[src/rtl/tdc_therm_decoder.sv]
// Reduces each TDC comparison cycle of up/down thermometer words to one signed
// phase-error sample, with bubble-tolerant popcount, peak tracking and slip detection.
module tdc_therm_decoder #(
    parameter int WIDTH    = 32,
    parameter int OUT_W    = 7,
    parameter int SAT_HOLD = 4
) (
    input  logic                    clk,
    input  logic                    reset,
    input  logic [WIDTH-1:0]        up_error,
    input  logic [WIDTH-1:0]        dwn_error,
    output logic signed [OUT_W-1:0] phase_err,
    output logic                    err_valid,
    output logic                    slip,
    output logic                    busy
);

    localparam int CNT_W = $clog2(WIDTH) + 1;
    localparam logic [CNT_W-1:0]        FULL     = CNT_W'(WIDTH);
    localparam logic [3:0]              SAT_LIM  = 4'(SAT_HOLD);
    localparam logic signed [OUT_W-1:0] POS_FULL = OUT_W'(WIDTH);
    localparam logic signed [OUT_W-1:0] NEG_FULL = -POS_FULL;

    typedef enum logic [1:0] {IDLE, TRACK, WAIT_CLR} state_t;

    function automatic logic [CNT_W-1:0] popcount(input logic [WIDTH-1:0] v);
        logic [CNT_W-1:0] c;
        c = '0;
        for (int i = 0; i < WIDTH; i++) c = c + CNT_W'(v[i]);
        return c;
    endfunction

    logic [WIDTH-1:0] up_q, dn_q;
    logic [CNT_W-1:0] up_cnt, dn_cnt;

    // NOTE: sequential state uses non-blocking assignments so every register
    // samples the pre-edge value of its sources, independent of statement order.
    always_ff @(posedge clk) begin
        if (!reset) begin
            up_q   <= '0;
            dn_q   <= '0;
            up_cnt <= '0;
            dn_cnt <= '0;
        end else begin
            up_q   <= up_error;
            dn_q   <= dwn_error;
            up_cnt <= popcount(up_q);
            dn_cnt <= popcount(dn_q);
        end
    end

    state_t                  state_q, state_d;
    logic [CNT_W-1:0]        peak_up_q, peak_up_d, peak_dn_q, peak_dn_d;
    logic [CNT_W-1:0]        max_up, max_dn;
    logic [3:0]              sat_q, sat_d, sat_inc;
    logic signed [OUT_W-1:0] err_d;
    logic                    valid_d, slip_d;
    logic                    any_act, up_sat, dn_sat;

    assign any_act = (up_cnt != '0) || (dn_cnt != '0);
    assign up_sat  = (up_cnt == FULL);
    assign dn_sat  = (dn_cnt == FULL);
    assign max_up  = (up_cnt > peak_up_q) ? up_cnt : peak_up_q;
    assign max_dn  = (dn_cnt > peak_dn_q) ? dn_cnt : peak_dn_q;
    assign sat_inc = sat_q + 4'd1;

    // NOTE: every always_comb output gets a default first so no path can infer a latch.
    always_comb begin
        state_d   = state_q;
        peak_up_d = peak_up_q;
        peak_dn_d = peak_dn_q;
        sat_d     = sat_q;
        err_d     = phase_err;
        valid_d   = 1'b0;
        slip_d    = 1'b0;
        unique case (state_q)
            IDLE: begin
                if (any_act) begin
                    peak_up_d = up_cnt;
                    peak_dn_d = dn_cnt;
                    sat_d     = '0;
                    state_d   = TRACK;
                end
            end
            TRACK: begin
                peak_up_d = max_up;
                peak_dn_d = max_dn;
                if (!any_act) begin
                    // Magnitudes are zero-extended, so the subtraction cannot overflow.
                    err_d   = OUT_W'(max_up) - OUT_W'(max_dn);
                    valid_d = 1'b1;
                    state_d = IDLE;
                end else if (up_sat || dn_sat) begin
                    sat_d = sat_inc;
                    if (sat_inc == SAT_LIM) begin
                        err_d   = up_sat ? POS_FULL : NEG_FULL;
                        valid_d = 1'b1;
                        slip_d  = 1'b1;
                        state_d = WAIT_CLR;
                    end
                end else begin
                    sat_d = '0;
                end
            end
            WAIT_CLR: begin
                if (!any_act) state_d = IDLE;
            end
            default: state_d = IDLE;
        endcase
    end

    always_ff @(posedge clk) begin
        if (!reset) begin
            state_q   <= IDLE;
            peak_up_q <= '0;
            peak_dn_q <= '0;
            sat_q     <= '0;
            phase_err <= '0;
            err_valid <= 1'b0;
            slip      <= 1'b0;
        end else begin
            state_q   <= state_d;
            peak_up_q <= peak_up_d;
            peak_dn_q <= peak_dn_d;
            sat_q     <= sat_d;
            phase_err <= err_d;
            err_valid <= valid_d;
            slip      <= slip_d;
        end
    end

    assign busy = (state_q != IDLE);

endmodule

[config.mk]
export PLATFORM = sky130hd
export DESIGN_NAME = tdc_therm_decoder
export DESIGN_NICKNAME = d
export VERILOG_FILES = /design/src/rtl/tdc_therm_decoder.sv
export SDC_FILE = /design/constraint.sdc
export NUM_CORES = 1
export LEC_CHECK = 0
export ABC_AREA = 1
export CORE_ASPECT_RATIO = 1.75
export CORE_MARGIN = 2
export CORE_UTILIZATION = 49
export CTS_BUF_LIST = sky130_fd_sc_hd__clkbuf_8
export CTS_CLUSTER_SIZE = 30
export DETAILED_ROUTE_END_ITERATION = 16
export GPL_TIMING_DRIVEN = 0
export MAX_ROUTING_LAYER = met4
export PLACE_DENSITY = 0.75
export SETUP_SLACK_MARGIN = 0.2
export SLEW_MARGIN = 20
export SYNTH_ARGS = -nofsm -noshare
export SYNTH_HDL_FRONTEND = slang
export SYNTH_SLANG_ARGS = --single-unit
export TNS_END_PERCENT = 10
[constraint.sdc]
create_clock -name clk -period 4.3 [get_ports clk]
set_input_delay 0.645 -clock clk [delete_from_list [all_inputs] [get_ports clk]]
set_output_delay 0.645 -clock clk [all_outputs]
set_load 0.01 [all_outputs]
==> flow_metrics.py <==
metrics = {
    "synthesis": {
        "syn_area_per_cell_um2": 7.949,
        "synth_top_cell_by_area": "dfxtp_1",
        "synth_area_leaders": "dfxtp_1 (36%), fa_1 (17%), inv_1 (13%)",
        "ys_seq_area_share_pct": 36.03,
        "synthMostInstantiatedCell": "inv_1",
        "synth_fp_nets": 869,
        "yosysWarnings": 0,
        "syn_inst": 720,
        "ys.flop_type": "dfxtp_1",
        "synth.distinct_cells": 23,
        "syn-cell-area_mm2": 0.005723,
        "synth_edf_count": 0,
        "async_reset_ff_share_pct": 0,
        "ys_seq_elements": 103,
        "synth_top_area_share_pct": 36.03,
        "synthTopCellsByCount": "inv_1 (196), nand2_1 (154), dfxtp_1 (103), nand3_1 (51), fa_1 (49)",
    },
    "finish": {
        "fillers": 1022,
        "nNetsFinal": 956,
        "antenna-diode-count": 0,
        "regArea_mm2": 0.002066,
        "utilization_pct": 60.60,
        "multiInputGateArea_mm2": 0.002932,
        "drive_gt1_share_pct": 7.882,
        "fin_cells": 947,
        "area_growth_pct": 21.25,
        "final_cell_area_mm2": 0.006939,
    },
    "floorplan": {
        "rows": 52,
        "ios": 76,
        "die_h_um": 147.0,
        "die_w_um": 85.70,
        "initial_core_util_pct": 49.98,
        "core_area_mm2": 0.01145,
        "die-area_mm2": 0.01259,
    },
    "place": {
        "port-buffer-count": 74,
        "placed_area_mm2": 0.006641,
        "dp_cells": 929,
        "gp_congestion": 0.9444,
        "hpwlAfterDp_um": 9761,
    },
    "run": {
        "drv_cap": 0,
    },
    "sta": {
        "layout_min_cycle_time_ps": 4639,
        "finClkSkew_ps": 14.34,
        "drv_slew": 0,
        "slew_headroom_pct": 58.84,
        "fin_ws_ps": -339.3,
        "hold_violations": 0,
        "finalCritPeriodShare_pct": 107.9,
        "worstMarginPinSlew_ps": 617.4,
        "setup_tns_ps": -1569,
        "setup_viol": 10,
        "fmax_mhz": 215.6,
        "rsz0062_at_grt": "true",
    },
    "power": {
        "switchingPower_mw": 2.810,
        "p_comb_share_pct": 69.2,
        "total_leakage_power_nw": 3.635,
        "worst_ir_drop_vdd_v": 0.0007731,
        "switching_share_pct": 48.89,
        "pwr-share-clk_pct": 10.3,
        "p_seq_share_pct": 20.6,
        "p_int_mw": 2.937,
        "powerDensity_mw_per_mm2": 828.1,
    },
    "global_routing": {
        "grt_pass1_wl_um": 20240,
        "grt_max_degree": 19,
        "grt.overflow.total": 0,
        "grt_pass1_vias": 4774,
        "antenna_found_initial": 0,
        "grt_use_met1_pct": 19.12,
        "grt_usage_pct": 20.88,
        "grtUsageMet2_pct": 39.10,
        "grt_use_met3_pct": 3.764,
        "top_usage_layer": "met2",
    },
    "route": {
        "drt-initial-drc-count": 241,
        "dr.pass1.iters": 4,
        "ant_nets": 0,
        "wl_per_cell_um": 12.89,
        "routed_wl_um": 12210,
        "drc": 0,
        "vias_per_cell": 4.921,
        "via_count": 4660,
    },
    "clocking": {
        "clk-insertion-delay-late_ps": 370,
        "cts_hold_buf": 0,
        "clk_path_buf_depth": 2,
        "cts_tree": "done",
        "root_buffer": "clkbuf_8",
        "htree_num_levels": 3,
        "clock-sinks": 103,
        "cts_buffers": 9,
        "path_clk_slew_ps": 110,
    },
    "setup_path": {
        "worstPathRequired_ps": 4590,
        "path_max_fanout": 3,
        "cp-start-kind": "flop",
        "worst-setup-path-type": "flop to flop",
        "arrival_ps": 4930,
        "end_kind": "flop",
    },
    "min_path": {
        "hold_class": "flop to flop",
    },
    "run_status": {
        "violations": "setup timing",
        "outcome": "complete, but fails checks",
    },
}
## final timing paths
| path | slack (ps) | to | depth (start not counted) | from |
|---|---|---|---|---|
| worst min-delay path | 490 | phase_err[1]$_SDFFE_PN0P_ | 2 | phase_err[1]$_SDFFE_PN0P_ |
| worst min register to register | 490 | phase_err[1]$_SDFFE_PN0P_ | 2 | phase_err[1]$_SDFFE_PN0P_ |
| worst max-delay path | -340 | dn_cnt[4]$_SDFF_PN0_ | 17 | dn_q[11]$_SDFF_PN0_ |
| worst max register to register | -340 | dn_cnt[4]$_SDFF_PN0_ | 17 | dn_q[11]$_SDFF_PN0_ |
## cells in the final DEF, fill, tap and decap left out, types with 2 or more instances in the layout
cell             instances
nand2_1                152
a21oi_1                 41
ha_1                    30
nor2_1                  19
dfxtp_2                  3
fa_2                     5
buf_2                    5
clkdlybuf4s50_1         74
nand3_1                 51
xor2_1                   2
inv_2                    9
nand3b_1                 2
dfxtp_1                100
ha_4                     4
o21ai_0                  6
nand4_1                 12
clkbuf_1                12
nand2_2                  4
inv_6                    2
buf_4                    2
or2_2                    3
and2_1                   6
clkinv_4                 2
clkbuf_8                10
a21oi_2                  2
o21ai_1                  4
inv_1                  190
nor2_2                   8
fa_1                    44
## power by group through the flow
stage | clock [mW] | combinational [mW] | sequential, mW
2_1_floorplan | 0 | 2.68 | 1.19
3_3_place_gp | 0 | 3.40 | 1.20
3_5_place_dp | 0 | 3.56 | 1.20
4_1_cts | 0.593 | 3.68 | 1.18
5_1_grt | 0.631 | 4.47 | 1.20
6_report | 0.589 | 3.97 | 1.18
## per-layer routing
metal / vias up / part of all wire [%]
li1: 2303 / -
met1: 2172 / 35
met2: 135 / 56
met3: 50 / 3.8
met4: 0 / 5.2
met5: - / 0
## through the flow
step / worst slack (ps) / power [mW] / hold slack (ps)
CTS: -358.5 / 5.450 / 490.2
global route: -496.1 / 6.299 / 523.7
floorplan: -54.85 / 3.878 / 457.6
global placement: -305.4 / 4.602 / 466.9
detailed placement: -366.7 / 4.763 / 474.6
finish: -339.3 / 5.746 / 488.7
## sequential cells by signal, indices dropped and copies added (netlist names)
register / count
peak_up_q: 6
slip: 1
sat_q: 4
up_q: 32
up_cnt: 6
dn_q: 32
err_valid: 1
peak_dn_q: 6
dn_cnt: 6
phase_err: 7
state_q: 2
## cell type report
cell class | instances | share of cell area, %
well taps | 135 | 2.434
plain buffers | 18 | 1.172
repair buffers | 76 | 10.89
clock buffers | 10 | 1.983
flip-flops and latches | 103 | 29.77
multi-input cells | 400 | 42.25
clock inverters | 6 | 0.7393
inverters | 199 | 10.76
## critical path, stage by stage, from the launching register on
cell     delay [ps]
dfxtp_2         340
inv_2            40
fa_1            530
inv_1            50
fa_2            430
fa_1            570
fa_1            460
fa_1            500
inv_1            50
fa_1            480
inv_2            40
ha_4            170
fa_2            360
nand2_1          80
nand2_1          60
a21oi_2         140
o21ai_1          70
a21oi_1         190
## timing repair
action                                  CTS  global route
pin swaps                                12            16
gates cloned                              0             0
resized for setup                        10            18
endpoints found under the setup margin   10            10
buffers inserted                          0             2
## kinds of logic (layout without fill, tap and decap cells)
kind of cell,Yosys count,count (layout),synth area share (%)
buffers and inverters,217,309,14.47
DFF,103,103,36.03
AOI/OAI and AO/OA,56,56,4.963
xor gates and xnor gates,2,2,0.3061
adders and majority gates,83,83,24.57
and+or+nand+nor,259,259,19.65
Power figures use the tool's default switching activity.
